==> src/rtl/clk_div_pkg.sv <==
// Shared types and helpers for the clock-divider scheduler: FSM state encoding,
// default widths and the round-robin pick function used by the arbiter.
package clk_div_pkg;

  typedef enum logic [1:0] {
    IDLE  = 2'd0,
    PEND  = 2'd1,
    OWN   = 2'd2,
    DRAIN = 2'd3
  } state_e;

  localparam int DEF_CNT_W = 4;
  localparam int DEF_TAP_W = 2;
  localparam int MAX_REQ   = 32;

  // Index of the first set request at or after ptr, wrapping at n; 0 if none.
  function automatic int rr_pick(input logic [MAX_REQ-1:0] req, input int n, input int ptr);
    int idx;
    rr_pick = 0;
    for (int i = MAX_REQ - 1; i >= 0; i--) begin
      if (i < n) begin
        idx = ptr + i;
        if (idx >= n) idx = idx - n;
        if (req[idx[4:0]]) rr_pick = idx;
      end
    end
  endfunction

endpackage

==> src/rtl/rr_arbiter.sv <==
// Combinational round-robin arbiter: first active request starting at ptr,
// returned both as an index and as a one-hot vector.
module rr_arbiter
  import clk_div_pkg::*;
#(
  parameter int N_REQ = 4,
  parameter int IDX_W = 2
) (
  input  logic [N_REQ-1:0] req,
  input  logic [IDX_W-1:0] ptr,
  output logic [N_REQ-1:0] winner,
  output logic [IDX_W-1:0] winner_idx,
  output logic             valid
);

  logic [MAX_REQ-1:0] req_ext;

  always_comb begin
    req_ext              = '0;
    req_ext[N_REQ-1:0]   = req;
    winner_idx           = IDX_W'(rr_pick(req_ext, N_REQ, int'(ptr)));
    valid                = |req;
    winner               = valid ? (N_REQ'(1) << winner_idx) : '0;
  end

endmodule

==> src/rtl/clk_div_sched.sv <==
// Shared power-of-two clock divider with round-robin ownership. Owner and tap
// only change on counter wrap, so div_clk never produces a truncated pulse.
module clk_div_sched
  import clk_div_pkg::*;
#(
  parameter int N_REQ    = 4,
  parameter int CNT_W    = DEF_CNT_W,
  parameter int TAP_W    = DEF_TAP_W,
  parameter int MAX_HOLD = 8
) (
  input  logic                   CLK,
  input  logic                   RESET,
  input  logic [N_REQ-1:0]       req,
  input  logic [N_REQ*TAP_W-1:0] tap_sel,
  output logic [N_REQ-1:0]       gnt,
  output logic                   div_clk,
  output logic                   div_en,
  output logic [TAP_W-1:0]       active_tap,
  output logic                   busy
);

  localparam int IDX_W  = (N_REQ > 1) ? $clog2(N_REQ) : 1;
  localparam int HOLD_W = $clog2(MAX_HOLD + 1);
  localparam logic [HOLD_W-1:0] HOLD_MAX = HOLD_W'(MAX_HOLD);
  localparam logic [IDX_W-1:0]  LAST_IDX = IDX_W'(N_REQ - 1);

  state_e             state_q, state_d;
  logic [CNT_W-1:0]   cnt_q, cnt_d;
  logic [IDX_W-1:0]   owner_q, owner_d;
  logic [TAP_W-1:0]   pend_tap_q, pend_tap_d;
  logic [TAP_W-1:0]   active_tap_q, active_tap_d;
  logic [IDX_W-1:0]   rr_ptr_q, rr_ptr_d;
  logic [HOLD_W-1:0]  hold_q, hold_d;
  logic [N_REQ-1:0]   gnt_q, gnt_d;
  logic               div_clk_q, div_clk_d;
  logic               div_en_q, div_en_d;

  logic [N_REQ-1:0]   arb_onehot;
  logic [IDX_W-1:0]   arb_idx;
  logic               arb_valid;
  logic [TAP_W-1:0]   arb_tap;
  logic               wrap;
  logic               others_pending;
  logic               take_arb;

  rr_arbiter #(
    .N_REQ (N_REQ),
    .IDX_W (IDX_W)
  ) u_arb (
    .req        (req),
    .ptr        (rr_ptr_q),
    .winner     (arb_onehot),
    .winner_idx (arb_idx),
    .valid      (arb_valid)
  );

  assign arb_tap        = tap_sel[arb_idx*TAP_W +: TAP_W];
  assign wrap           = &cnt_q;
  assign others_pending = |(req & ~gnt_q);

  always_comb begin
    // NOTE: every combinational output gets a default first so no path can infer a latch.
    state_d      = state_q;
    cnt_d        = cnt_q + 1'b1;
    owner_d      = owner_q;
    pend_tap_d   = pend_tap_q;
    active_tap_d = active_tap_q;
    rr_ptr_d     = rr_ptr_q;
    hold_d       = hold_q;
    gnt_d        = gnt_q;
    take_arb     = 1'b0;

    unique case (state_q)
      IDLE: begin
        if (arb_valid) begin
          state_d    = PEND;
          owner_d    = arb_idx;
          pend_tap_d = arb_tap;
        end
      end
      PEND: begin
        if (!req[owner_q]) begin
          state_d = IDLE;
        end else if (wrap) begin
          state_d      = OWN;
          gnt_d        = N_REQ'(1) << owner_q;
          active_tap_d = pend_tap_q;
          hold_d       = '0;
          rr_ptr_d     = (owner_q == LAST_IDX) ? '0 : owner_q + 1'b1;
        end
      end
      OWN: begin
        if (wrap) begin
          if (!req[owner_q] || (hold_q == HOLD_MAX && others_pending)) begin
            take_arb = 1'b1;
          end else if (hold_q != HOLD_MAX) begin
            hold_d = hold_q + 1'b1;
          end
        end else if (!req[owner_q]) begin
          // Grant drops now, but the current tap keeps running until the wrap.
          state_d = DRAIN;
          gnt_d   = '0;
        end
      end
      DRAIN: begin
        if (wrap) take_arb = 1'b1;
      end
      default: state_d = IDLE;
    endcase

    if (take_arb) begin
      if (arb_valid) begin
        state_d      = OWN;
        owner_d      = arb_idx;
        gnt_d        = arb_onehot;
        active_tap_d = arb_tap;
        hold_d       = '0;
        rr_ptr_d     = (arb_idx == LAST_IDX) ? '0 : arb_idx + 1'b1;
      end else begin
        state_d = IDLE;
        gnt_d   = '0;
      end
    end

    div_clk_d = (state_d == OWN || state_d == DRAIN) ? cnt_d[active_tap_d] : 1'b0;
    div_en_d  = div_clk_d & ~div_clk_q;
  end

  // NOTE: state flops use non-blocking assignments so every flop samples pre-edge values.
  always_ff @(posedge CLK or posedge RESET) begin
    if (RESET) begin
      state_q      <= IDLE;
      cnt_q        <= '0;
      owner_q      <= '0;
      pend_tap_q   <= '0;
      active_tap_q <= '0;
      rr_ptr_q     <= '0;
      hold_q       <= '0;
      gnt_q        <= '0;
      div_clk_q    <= 1'b0;
      div_en_q     <= 1'b0;
    end else begin
      state_q      <= state_d;
      cnt_q        <= cnt_d;
      owner_q      <= owner_d;
      pend_tap_q   <= pend_tap_d;
      active_tap_q <= active_tap_d;
      rr_ptr_q     <= rr_ptr_d;
      hold_q       <= hold_d;
      gnt_q        <= gnt_d;
      div_clk_q    <= div_clk_d;
      div_en_q     <= div_en_d;
    end
  end

  assign gnt        = gnt_q;
  assign div_clk    = div_clk_q;
  assign div_en     = div_en_q;
  assign active_tap = active_tap_q;
  assign busy       = (state_q != IDLE);

endmodule

==> config.mk <==
export PLATFORM = sky130hd
export DESIGN_NAME = clk_div_sched
export DESIGN_NICKNAME = d
export VERILOG_FILES = /design/src/rtl/clk_div_pkg.sv /design/src/rtl/rr_arbiter.sv /design/src/rtl/clk_div_sched.sv
export SDC_FILE = /design/constraint.sdc
export NUM_CORES = 1
export LEC_CHECK = 0
export BUFFER_PORTS_ARGS = -buffer_cell sky130_fd_sc_hd__clkbuf_2
export CORE_MARGIN = 2
export CORE_UTILIZATION = 50
export DETAILED_ROUTE_END_ITERATION = 12
export GPL_ROUTABILITY_DRIVEN = 0
export GPL_TIMING_DRIVEN = 0
export PLACE_DENSITY = 0.7
export RECOVER_POWER = 25
export SETUP_SLACK_MARGIN = 0.05
export SKIP_LAST_GASP = 1
export SLEW_MARGIN = 5
export SYNTH_ARGS = -nofsm -noshare
export SYNTH_HDL_FRONTEND = slang
export SYNTH_SLANG_ARGS = --single-unit
==> constraint.sdc <==
create_clock -name CLK -period 5.35 [get_ports CLK]
set_input_delay 0.535 -clock CLK [delete_from_list [all_inputs] [get_ports CLK]]
set_output_delay 0.535 -clock CLK [all_outputs]
set_load 0.1 [all_outputs]
==> metrics, run 1 <==
status finished, final reports clean; Worst Setup End Kind flip-flop; TritonCTS clock tree done; Setup-failing EPs final 0; antenna violations before repair 0; worst slew pin tran around 0.93 ns; CTS Buf Count 3; Final HPWL DP approximately 3000 um; Vias per Instance 5.56; routed len/inst 13.8 um; Die Ht 66.3 um; sequential area share after synthesis between 30% and 40%; syn nets roughly 250; Reg clk slew, reported paths around 0.08 ns; CTS-repair resized insts 0; Leakage Power about 1.0 nW; XOR/XNOR Fraction of Synth Area less than 1%; Synth Area per Inst between 9 and 10 um2; Post-Route WL between 3000 and 4000 um; first-pass GRT wire length about 6700 um; top_reg_cell synth dfrtp_1; post-synthesis register bit count 24; # port buffers 22; Initial Util 52.6%; non-filler cells, final around 290; Critical Path AT ~3.1 ns; Synth Warn # 0; synthesized area just under 2000 um2; Worst Skew about 0.0063 ns; total setup buffers inserted after CTS 0; clock root buffer clkbuf_8; Peak supply drop ~0.00037 V; Synth Area in Adders a little over an eighth; most common cell after layout, fill and taps aside dfrtp_1; H-tree depth 1; multiplexer area fraction after synthesis 6.51%; Filler cells ~360; die width 66.3 um; Core Footprint 3690 um2; setup tns final 0 ns; Post-DRT Antenna Nets 0; worst skew pair latency ~0.27 ns; drt pass-1 iters 4; Hold Path Class reg2reg; main combinational cell family by area after synthesis compound AO/OA/AOI/OAI gates; layout cell share with drive strength beyond 1 between 20% and 30%; final-report hold violation count 0; max_slew headroom between 30% and 40%; pwr dens between 500 and 600 nW/um2; minimum clock period 2.96 ns; fin crit share around 55%; Max Fclk approximately 340 MHz; Final nets roughly 270; num rows 22; Worst setup SP type flip-flop; Post-Syn Instances between 200 and 250; Post-synth EDFFs 0; post-synthesis compound-gate area fraction roughly 27%; Synth cell types 53; DRT iter0 DRCs 50; hold buffers post-CTS 0; # diodes 0; RSZ-0062 raised after global routing no; grt total ovfl 0; Critical Setup Path Class reg2reg; PnR Total Power 1.29 mW; maxcap violations 0; placed insts about 280; CTS max path bufs 2; largest net degree at the start of global routing 25; async set-reset flop share out of synthesis 100%; Final Slew Violations 0; DRC viols 0; gr usage total approximately a fifth; most frequent cells in the layout dfrtp_1, nand2_1, clkbuf_2, ha_1; Sink Count 24; Worst EP required approximately 5.5 ns; number of global-route vias before repair approximately 1500; Area Growth Syn to Fin 12.4%; IO Count 23; maximum net fanout on the critical path 9; die area 4400 um2; simple-gate share of the synthesized area approximately 15%; Vias between 1500 and 2000
-- logic make-up (layout without fill, tap and decap cells) --
group | count (synthesis) | in the layout
buffers and inverters | 24 | 50
adder cells (fa/ha/maj) | 21 | 21
flip-flops | 24 | 24
multiplexers | 10 | 10
XOR/XNOR | 2 | 2
AO/OA/AOI/OAI | 70 | 70
AND/OR/NAND/NOR | 60 | 60
-- flip-flops by register name, summed over array words and instances (netlist names), 2 cells and up --
signal      count
active_tap      2
cnt_q           4
gnt             4
state_q         2
hold_q          4
pend_tap_q      2
owner_q         2
rr_ptr_q        2
-- critical path, cell delays in order, from the launching register on --
cell and delay, ns:
dfrtp_1 0.40, buf_2 0.22, inv_1 0.08, ha_1 0.34, a21oi_1 0.18, a22oi_1 0.12
o21a_2 0.24, o21ai_4 0.31, inv_2 0.08, o2111ai_1 0.34, nand3_1 0.20, o2111ai_2 0.24
nand2_1 0.08
-- cell type report --
| cell class | count | area, um2 | area share [%] |
|---|---|---|---|
| well taps | 48 | 60.1 | 2.75 |
| flip-flops and latches | 24 | 601 | 27.5 |
| clock buffers | 3 | 41.3 | 1.89 |
| clock inverters | 1 | 30.0 | 1.38 |
| repair buffers | 22 | 110 | 5.04 |
| inverters | 19 | 76.3 | 3.50 |
| plain buffers | 5 | 27.5 | 1.26 |
| multi-input cells | 163 | 1240 | 56.7 |
-- layer usage --
| metal | global-route usage [%] | share of wire, % | up-vias |
|---|---|---|---|
| met1 | 25.8 | 49 | 750 |
| li1 | - | - | 813 |
| met3 | 3.92 | 2.4 | 2 |
| met2 | 33.8 | 49 | 19 |
| met4 | 3.57 | 0.43 | 0 |
| met5 | 0 | 0 | - |
-- power by group --
group	internal, mW	total [mW]	switching [mW]
clock	0.100	0.159	0.0587
sequential	0.230	0.275	0.0444
combinational	0.292	0.859	0.568
-- cell usage after synthesis, types with 3 or more instances --
| cell type | count | area (um2) |
|---|---|---|
| a31o_1 | 3 | 26.3 |
| nand2_1 | 22 | 82.6 |
| ha_1 | 21 | 263 |
| o211ai_1 | 3 | 22.5 |
| dfrtp_1 | 24 | 601 |
| o21ai_0 | 7 | 35.0 |
| nand3_1 | 4 | 20.0 |
| inv_1 | 16 | 60.1 |
| a211oi_1 | 5 | 37.5 |
| nor2_1 | 12 | 45.0 |
| nand4_1 | 4 | 25.0 |
| mux2i_1 | 4 | 40.0 |
| nor3_1 | 4 | 20.0 |
| a21oi_1 | 16 | 80.1 |
| o21a_1 | 3 | 22.5 |
| o21ai_1 | 8 | 40.0 |
| a22oi_1 | 5 | 37.5 |
| nand2b_1 | 4 | 25.0 |
| clkbuf_1 | 3 | 11.3 |
-- through the flow --
step	cell area [um2]	hold slack, ns	setup slack (ns)	util, %
global route	2180	0.444	2.14	59.2
floorplan	1940	0.438	2.67	-
detailed placement	2110	0.419	2.42	57.3
CTS	2180	0.431	2.42	59.2
global placement	2110	0.414	2.45	57.3
finish	2180	0.428	2.39	59.2
-- final timing paths --
| kind | start | end | slack [ns] | depth (start not counted) |
|---|---|---|---|---|
| worst max-delay path | rr_ptr_q[1]$_DFF_PP0_ | div_clk$_DFF_PP0_ | 2.39 | 12 |
| worst min-delay path | div_clk$_DFF_PP0_ | div_en$_DFF_PP0_ | 0.43 | 1 |
| worst max register to register | rr_ptr_q[1]$_DFF_PP0_ | div_clk$_DFF_PP0_ | 2.39 | 12 |
| worst min register to register | div_clk$_DFF_PP0_ | div_en$_DFF_PP0_ | 0.43 | 1 |
| max in group asynchronous | RESET | owner_q[1]$_DFF_PP0_ | 4.34 | 2 |
| min in group asynchronous | RESET | state_q[0]$_DFF_PP0_ | 0.44 | 2 |
Note: power is estimated with default switching activity, not from simulation.
==> run 2: changes to the inputs <==
ABC_AREA = 1   (was not set)
PLACE_DENSITY = 0.73   (was 0.7)
clock period = 2.4 ns   (was 5.35 ns; I/O delays follow)
==> run 2 against run 1 <==
Cell count rose by 21%. Synthesized area rose by 2.6%. Core utilization rose by 1.9 points. Highest routed layer unchanged. Sequential cell count did not move. Hold slack got worse by 0.29 ns. Clock-buffer cell count did not move. Sequential share of layout area fell by 1.1 points.
==> metrics, run 2 <==
largest net degree at the start of global routing 25 (unchanged); post-synthesis register bit count 24 (unchanged); die width 67.1 um (+1.2%); Hold Path Class in2async; # port buffers 22 (unchanged); most frequent cell after synthesis nand2_1; worst slew pin tran 0.943 ns (+0.0120 ns); first-pass GRT wire length 7560 um (+12%); minimum clock period 2.17 ns (-0.784 ns); Post-DRT Antenna Nets 0 (unchanged); sequential area share after synthesis 30.1% (-0.80 points); slack of the worst reg-to-reg path 0.23 ns (-2.17 ns); most frequent cells in the layout nand2_1, inv_1, clkbuf_2, nand3_1, dfrtp_1; DRT iter0 DRCs 106 (+110%); IO Count 23 (unchanged); reg2reg path depth 16 (+4); most common cell after layout, fill and taps aside nand2_1; hold slack 0.143 ns (-0.285 ns); Critical Setup Path Class reg2reg; Sink Count 24 (unchanged); Core Footprint 3740 um2 (+1.5%); Initial Util 53.2% (+0.60 points); num rows 22 (unchanged); Area Growth Syn to Fin 14.8%; worst r2r dst div_clk$_DFF_PP0_; H-tree depth 1 (unchanged); Synth Area per Inst 7.44 um2 (-19%); Final HPWL DP 3110 um (+3.7%); Setup-failing EPs final 0 (unchanged); post-synth top area share 30.1% (-0.80 points); max_slew headroom 37.0% (-0.80 points); Critical Path AT 2.35 ns (-0.75 ns); Final WS setup 0.229 ns (-2.17 ns); Cell Area, Placed 2160 um2 (+2.4%); grt total ovfl 0 (unchanged); number of global-route vias before repair 1731 (+13%); Post-Route WL 4210 um (+6.7%); Vias 1808 (+14%); CTS max path bufs 2 (unchanged); Worst EP required 2.58 ns (-2.92 ns); worst slack, placed -0.127 ns (-2.55 ns); # diodes 0 (unchanged); antenna violations before repair 0 (unchanged); maximum net fanout on the critical path 6 (-3); WP buf/inv 3 (unchanged); Max Fclk 461 MHz (+36%); Final nets 332 (+22%); drt pass-1 iters 5 (+1); Post-synth EDFFs 0 (unchanged); TritonCTS clock tree done; CP most frequent cell nand3_2; final-report hold violation count 0 (unchanged); Worst setup SP type flip-flop; Synth Warn # 0 (unchanged); Post-synth top cells nand2_1, inv_1, dfrtp_1; async set-reset flop share out of synthesis 100% (unchanged); layout cell share with drive strength beyond 1 24.7% (+4.0 points); critical path's top delay family simple AND/OR/NAND/NOR gates; worst-path cell chain buf_4 -> ha_1 -> nor2_2 -> nand3_2 -> nand2_1 -> inv_1 -> nand3_1 -> nand2_2 -> a21boi_4 -> nand3_2 -> nand3_2 -> nand2_2 -> nand2_1 -> nand3_1 -> nand3_2 -> inv_1; area leader, netlist dfrtp_1; Worst Setup End Kind flip-flop; Post-Syn Instances 268 (+27%); routed len/inst 12.2 um (-12%); clock root buffer clkbuf_8; status finished, final reports clean; worst skew pair latency 0.28 ns (about the same); CTS Buf Count 3 (unchanged); top post-synthesis cells by area dfrtp_1, ha_1, nand2_1; RSZ-0062 raised after global routing no; die area 4510 um2 (+2.5%); fin crit share 90.5% (+35 points); Worst Skew 0.00254 ns (-0.00374 ns); gr usage total 21.7% (+2.0 points); Filler cells 364 (+2.2%); syn nets 303 (+23%); Util after Layout 61.1% (+1.9 points); CP max stage cell dfrtp_2; maxcap violations 0 (unchanged); Vias per Instance 5.26 (-5.4%); worst r2r src rr_ptr_q[1]$_DFF_PP0_; fin area 2290 um2 (+4.8%); top_reg_cell synth dfrtp_1; synthesized area 1990 um2 (+2.6%); DRC viols 0 (unchanged); Final Slew Violations 0 (unchanged); Reg clk slew, reported paths 0.09 ns (about the same); Max stage delay on crit path 0.43 ns (+0.03 ns); Synth cell types 29 (-45%); Die Ht 67.1 um (+1.2%)
==> run 2: kinds of logic after synthesis <==
| kind of cell | Yosys count | synth area share, % |
|---|---|---|
| AO/OA/AOI/OAI | 52 | 15.3 |
| XOR/XNOR | 3 | 1.32 |
| adder cells (fa/ha/maj) | 21 | 13.2 |
| buffers and inverters | 48 | 9.79 |
| flip-flops | 24 | 30.1 |
| AND/OR/NAND/NOR | 120 | 30.3 |
==> run 2: worst max-delay path by stage <==
stage                          start                end  slack, ns  cells after the start
2_1_floorplan     gnt[0]$_DFFE_PP0P_   div_en$_DFF_PP0_       0.13                     14
3_3_place_gp   rr_ptr_q[0]$_DFF_PP0_  div_clk$_DFF_PP0_      -0.08                     16
3_5_place_dp   rr_ptr_q[0]$_DFF_PP0_  div_clk$_DFF_PP0_      -0.13                     17
4_1_cts        rr_ptr_q[1]$_DFF_PP0_   div_en$_DFF_PP0_       0.06                     18
5_1_grt        rr_ptr_q[1]$_DFF_PP0_  div_clk$_DFF_PP0_       0.05                     18
6_report       rr_ptr_q[1]$_DFF_PP0_  div_clk$_DFF_PP0_       0.23                     16
==> run 2: routing by layer <==
layer / share of wire, % / vias to the layer above / track usage (%)
li1: - / 945 / -
met1: 50 / 827 / 29.3
met2: 45 / 31 / 35.0
met3: 4.0 / 5 / 3.83
met4: 1.2 / 0 / 7.40
met5: 0 / - / 0
==> run 2: metrics by stage <==
step | std cells | setup TNS (ns)
final | 344 | 0
after global routing | 344 | 0
after CTS | 343 | 0
after detailed placement | 338 | -0.282
after global placement | 338 | -0.164
after floorplan | 268 | 0
==> run 2: cell type report <==
type / count / area (um2) / share of cell area [%]
buffer: 1 / 7.51 / 0.328
clock buffer: 3 / 41.3 / 1.80
clock inverter: 1 / 30.0 / 1.31
inverter: 46 / 189 / 8.26
multi-input combinational: 197 / 1230 / 53.8
sequential: 24 / 604 / 26.4
tap: 48 / 60.1 / 2.62
timing repair buffer: 24 / 125 / 5.47
==> run 2: repair_timing <==
| action | in CTS | in global routing |
|---|---|---|
| pin swaps | 0 | 2 |
| cloned | 0 | 1 |
| buffers inserted | 1 | 1 |
| hold buffers | 0 | 0 |
| gates resized for setup | 2 | 11 |
| endpoints found under the setup margin | 4 | 7 |
Power of run 2 is left out: the tool's default activity adds up to more than one toggle a clock period on the data nets, which glitch-free logic cannot reach.
==> run 3: changes to the inputs <==
CELL_PAD_IN_SITES_DETAIL_PLACEMENT = 1   (was not set)
CELL_PAD_IN_SITES_GLOBAL_PLACEMENT = 1   (was not set)
CORE_UTILIZATION = 39   (was 50)
PLACE_DENSITY = not set   (was 0.73)
PLACE_DENSITY_LB_ADDON = 0.1   (was not set)
==> run 3 against run 2 <==
Sequential share of layout area is 2.0 points lower. Routed wire length is 29% higher. Critical endpoint is now div_en$_DFF_PP0_. Design area is 8.4% higher. Core utilization is 12 points lower. Via count is 5.4% higher. Die area is 26% higher. Non-clock buffer count is 12 higher. Largest cell class unchanged. Hold slack better by 0.024 ns. Critical path depth is 2 higher. Maximum frequency is 4.3% lower.
==> metrics, run 3 (synthesized netlist as in run 2, its figures left out) <==
worst-path cell chain clkinv_4 -> ha_4 -> inv_4 -> nand3_2 -> nand2_1 -> nor2_2 -> nand2_1 -> nand2_2 -> nand2_4 -> nand2_8 -> nand2_1 -> nand3_2 -> nand3_2 -> nand2_4 -> inv_2 -> nand3_2 -> nand3_2 -> nor2_2; Hold Path Class in2async; slack of the worst reg-to-reg path 0.13 ns (-0.10 ns); num rows 26 (+18%); RSZ-0062 raised after global routing yes; Worst Skew 0.00426 ns (+0.00172 ns); layout cell share with drive strength beyond 1 32.0% (+7.4 points); most frequent cells in the layout nand2_1, inv_1, clkbuf_2, dfrtp_1, o21ai_0; CTS Buf Count 3 (unchanged); clock root buffer clkbuf_8; DRC viols 0 (unchanged); worst r2r dst div_en$_DFF_PP0_; max_slew headroom 34.7% (-2.4 points); drt pass-1 iters 4 (-1); CP max stage cell dfrtp_2; antenna violations before repair 0 (unchanged); DRT iter0 DRCs 53 (-50%); final-report hold violation count 0 (unchanged); Die Ht 75.5 um (+12%); CTS max path bufs 2 (unchanged); Setup-failing EPs final 0 (unchanged); Initial Util 39.8% (-13 points); fin crit share 94.6% (+4.1 points); Core Footprint 5010 um2 (+34%); first-pass GRT wire length 8510 um (+13%); non-filler cells, final 376 (+9.3%); Vias 1906 (+5.4%); grt total ovfl 0 (unchanged); Reg clk slew, reported paths 0.09 ns (about the same); minimum clock period 2.27 ns (+0.0986 ns); Final HPWL DP 3930 um (+26%); die area 5700 um2 (+26%); maxcap violations 0 (unchanged); placed insts 360 (+6.5%); # diodes 0 (unchanged); Critical Path AT 2.47 ns (+0.12 ns); number of global-route vias before repair 1870 (+8.0%); Area Growth Syn to Fin 24.4%; gr usage total 19.4% (-2.3 points); Vias per Instance 5.07 (-3.6%); worst r2r src rr_ptr_q[0]$_DFF_PP0_; routed len/inst 14.4 um (+18%); Post-DRT Antenna Nets 0 (unchanged); Post-Route WL 5420 um (+29%); Worst Setup End Kind flip-flop; Max Fclk 441 MHz (-4.3%); reg2reg path depth 18 (+2); Worst setup SP type flip-flop; Sink Count 24 (unchanged); Critical Setup Path Class reg2reg; Final nets 343 (+3.3%); die width 75.5 um (+12%); Worst EP required 2.60 ns (+0.02 ns); worst slew pin tran 0.979 ns (+0.0357 ns); status finished, final reports clean; TritonCTS clock tree done; CP most frequent cell nand3_2; Max stage delay on crit path 0.42 ns (about the same); H-tree depth 1 (unchanged); Final Slew Violations 0 (unchanged); IO Count 23 (unchanged); worst skew pair latency 0.27 ns (about the same); maximum net fanout on the critical path 7 (+1); most common cell after layout, fill and taps aside nand2_1; # port buffers 22 (unchanged); largest net degree at the start of global routing 25 (unchanged); hold buffers post-CTS 0 (unchanged)
run 3: changes by cell type in the layout (fill, tap and decap cells not counted), sizes merged:
cell / before / now
bufinv: 2 / 1
clkinv: 0 / 1
inv: 45 / 44
clkbuf: 26 / 27
buf: 2 / 13
nand2: 62 / 61
run 3: timing repair:
action / in CTS / in global routing
buffers inserted: 2 / 11
resized for setup: 4 / 38
pin swaps: 0 / 18
setup endpoints to repair: 9 / 6
run 3: worst max path at each step:
stage / slack (ns) / cells after the start / start / to
2_1_floorplan: 0.13 / 14 / gnt[0]$_DFFE_PP0P_ / div_en$_DFF_PP0_
3_3_place_gp: -0.16 / 16 / rr_ptr_q[0]$_DFF_PP0_ / div_clk$_DFF_PP0_
3_5_place_dp: -0.21 / 17 / rr_ptr_q[0]$_DFF_PP0_ / div_en$_DFF_PP0_
4_1_cts: 0.08 / 17 / rr_ptr_q[0]$_DFF_PP0_ / div_en$_DFF_PP0_
5_1_grt: -0.008 / 17 / rr_ptr_q[0]$_DFF_PP0_ / div_en$_DFF_PP0_
6_report: 0.13 / 18 / rr_ptr_q[0]$_DFF_PP0_ / div_en$_DFF_PP0_
run 3: layer usage:
layer | global-route usage, % | up-vias | wire, um
met5 | 0 | - | 0
met4 | 4.09 | 0 | 48
li1 | - | 958 | -
met1 | 27.1 | 929 | 2700
met3 | 2.38 | 4 | 80
met2 | 32.4 | 15 | 2580
run 3: cell type report:
class                   count  area (um2)
flip-flops and latches     24         604
multi-input cells         196        1330
clock buffers               3        41.3
well taps                  70        87.6
inverters                  46         196
plain buffers               2        12.5
repair buffers             35         211
fillers                   648        2530
run 3: worst max-delay path, delay by kind of cell, from the launching register on:
kind / cells / cell delay, ns
adder cells (fa/ha/maj): 1 / 0.29
buffers and inverters: 3 / 0.18
flip-flops: 1 / 0.42
AND/OR/NAND/NOR: 14 / 1.30
run 3: per-stage QoR:
stage | setup slack, ns | cell area [um2] | util, % | hold WS [ns] | TNS, ns
floorplan | 0.130 | 1990 | - | 0.255 | 0
global placement | -0.165 | 2190 | 43.7 | 0.422 | -0.376
detailed placement | -0.208 | 2190 | 43.7 | 0.433 | -0.534
CTS | 0.0833 | 2250 | 44.9 | 0.207 | 0
global route | -0.00802 | 2480 | 49.5 | 0.264 | -0.00802
finish | 0.130 | 2480 | 49.5 | 0.167 | 0
Power of run 3 is left out for the same reason.
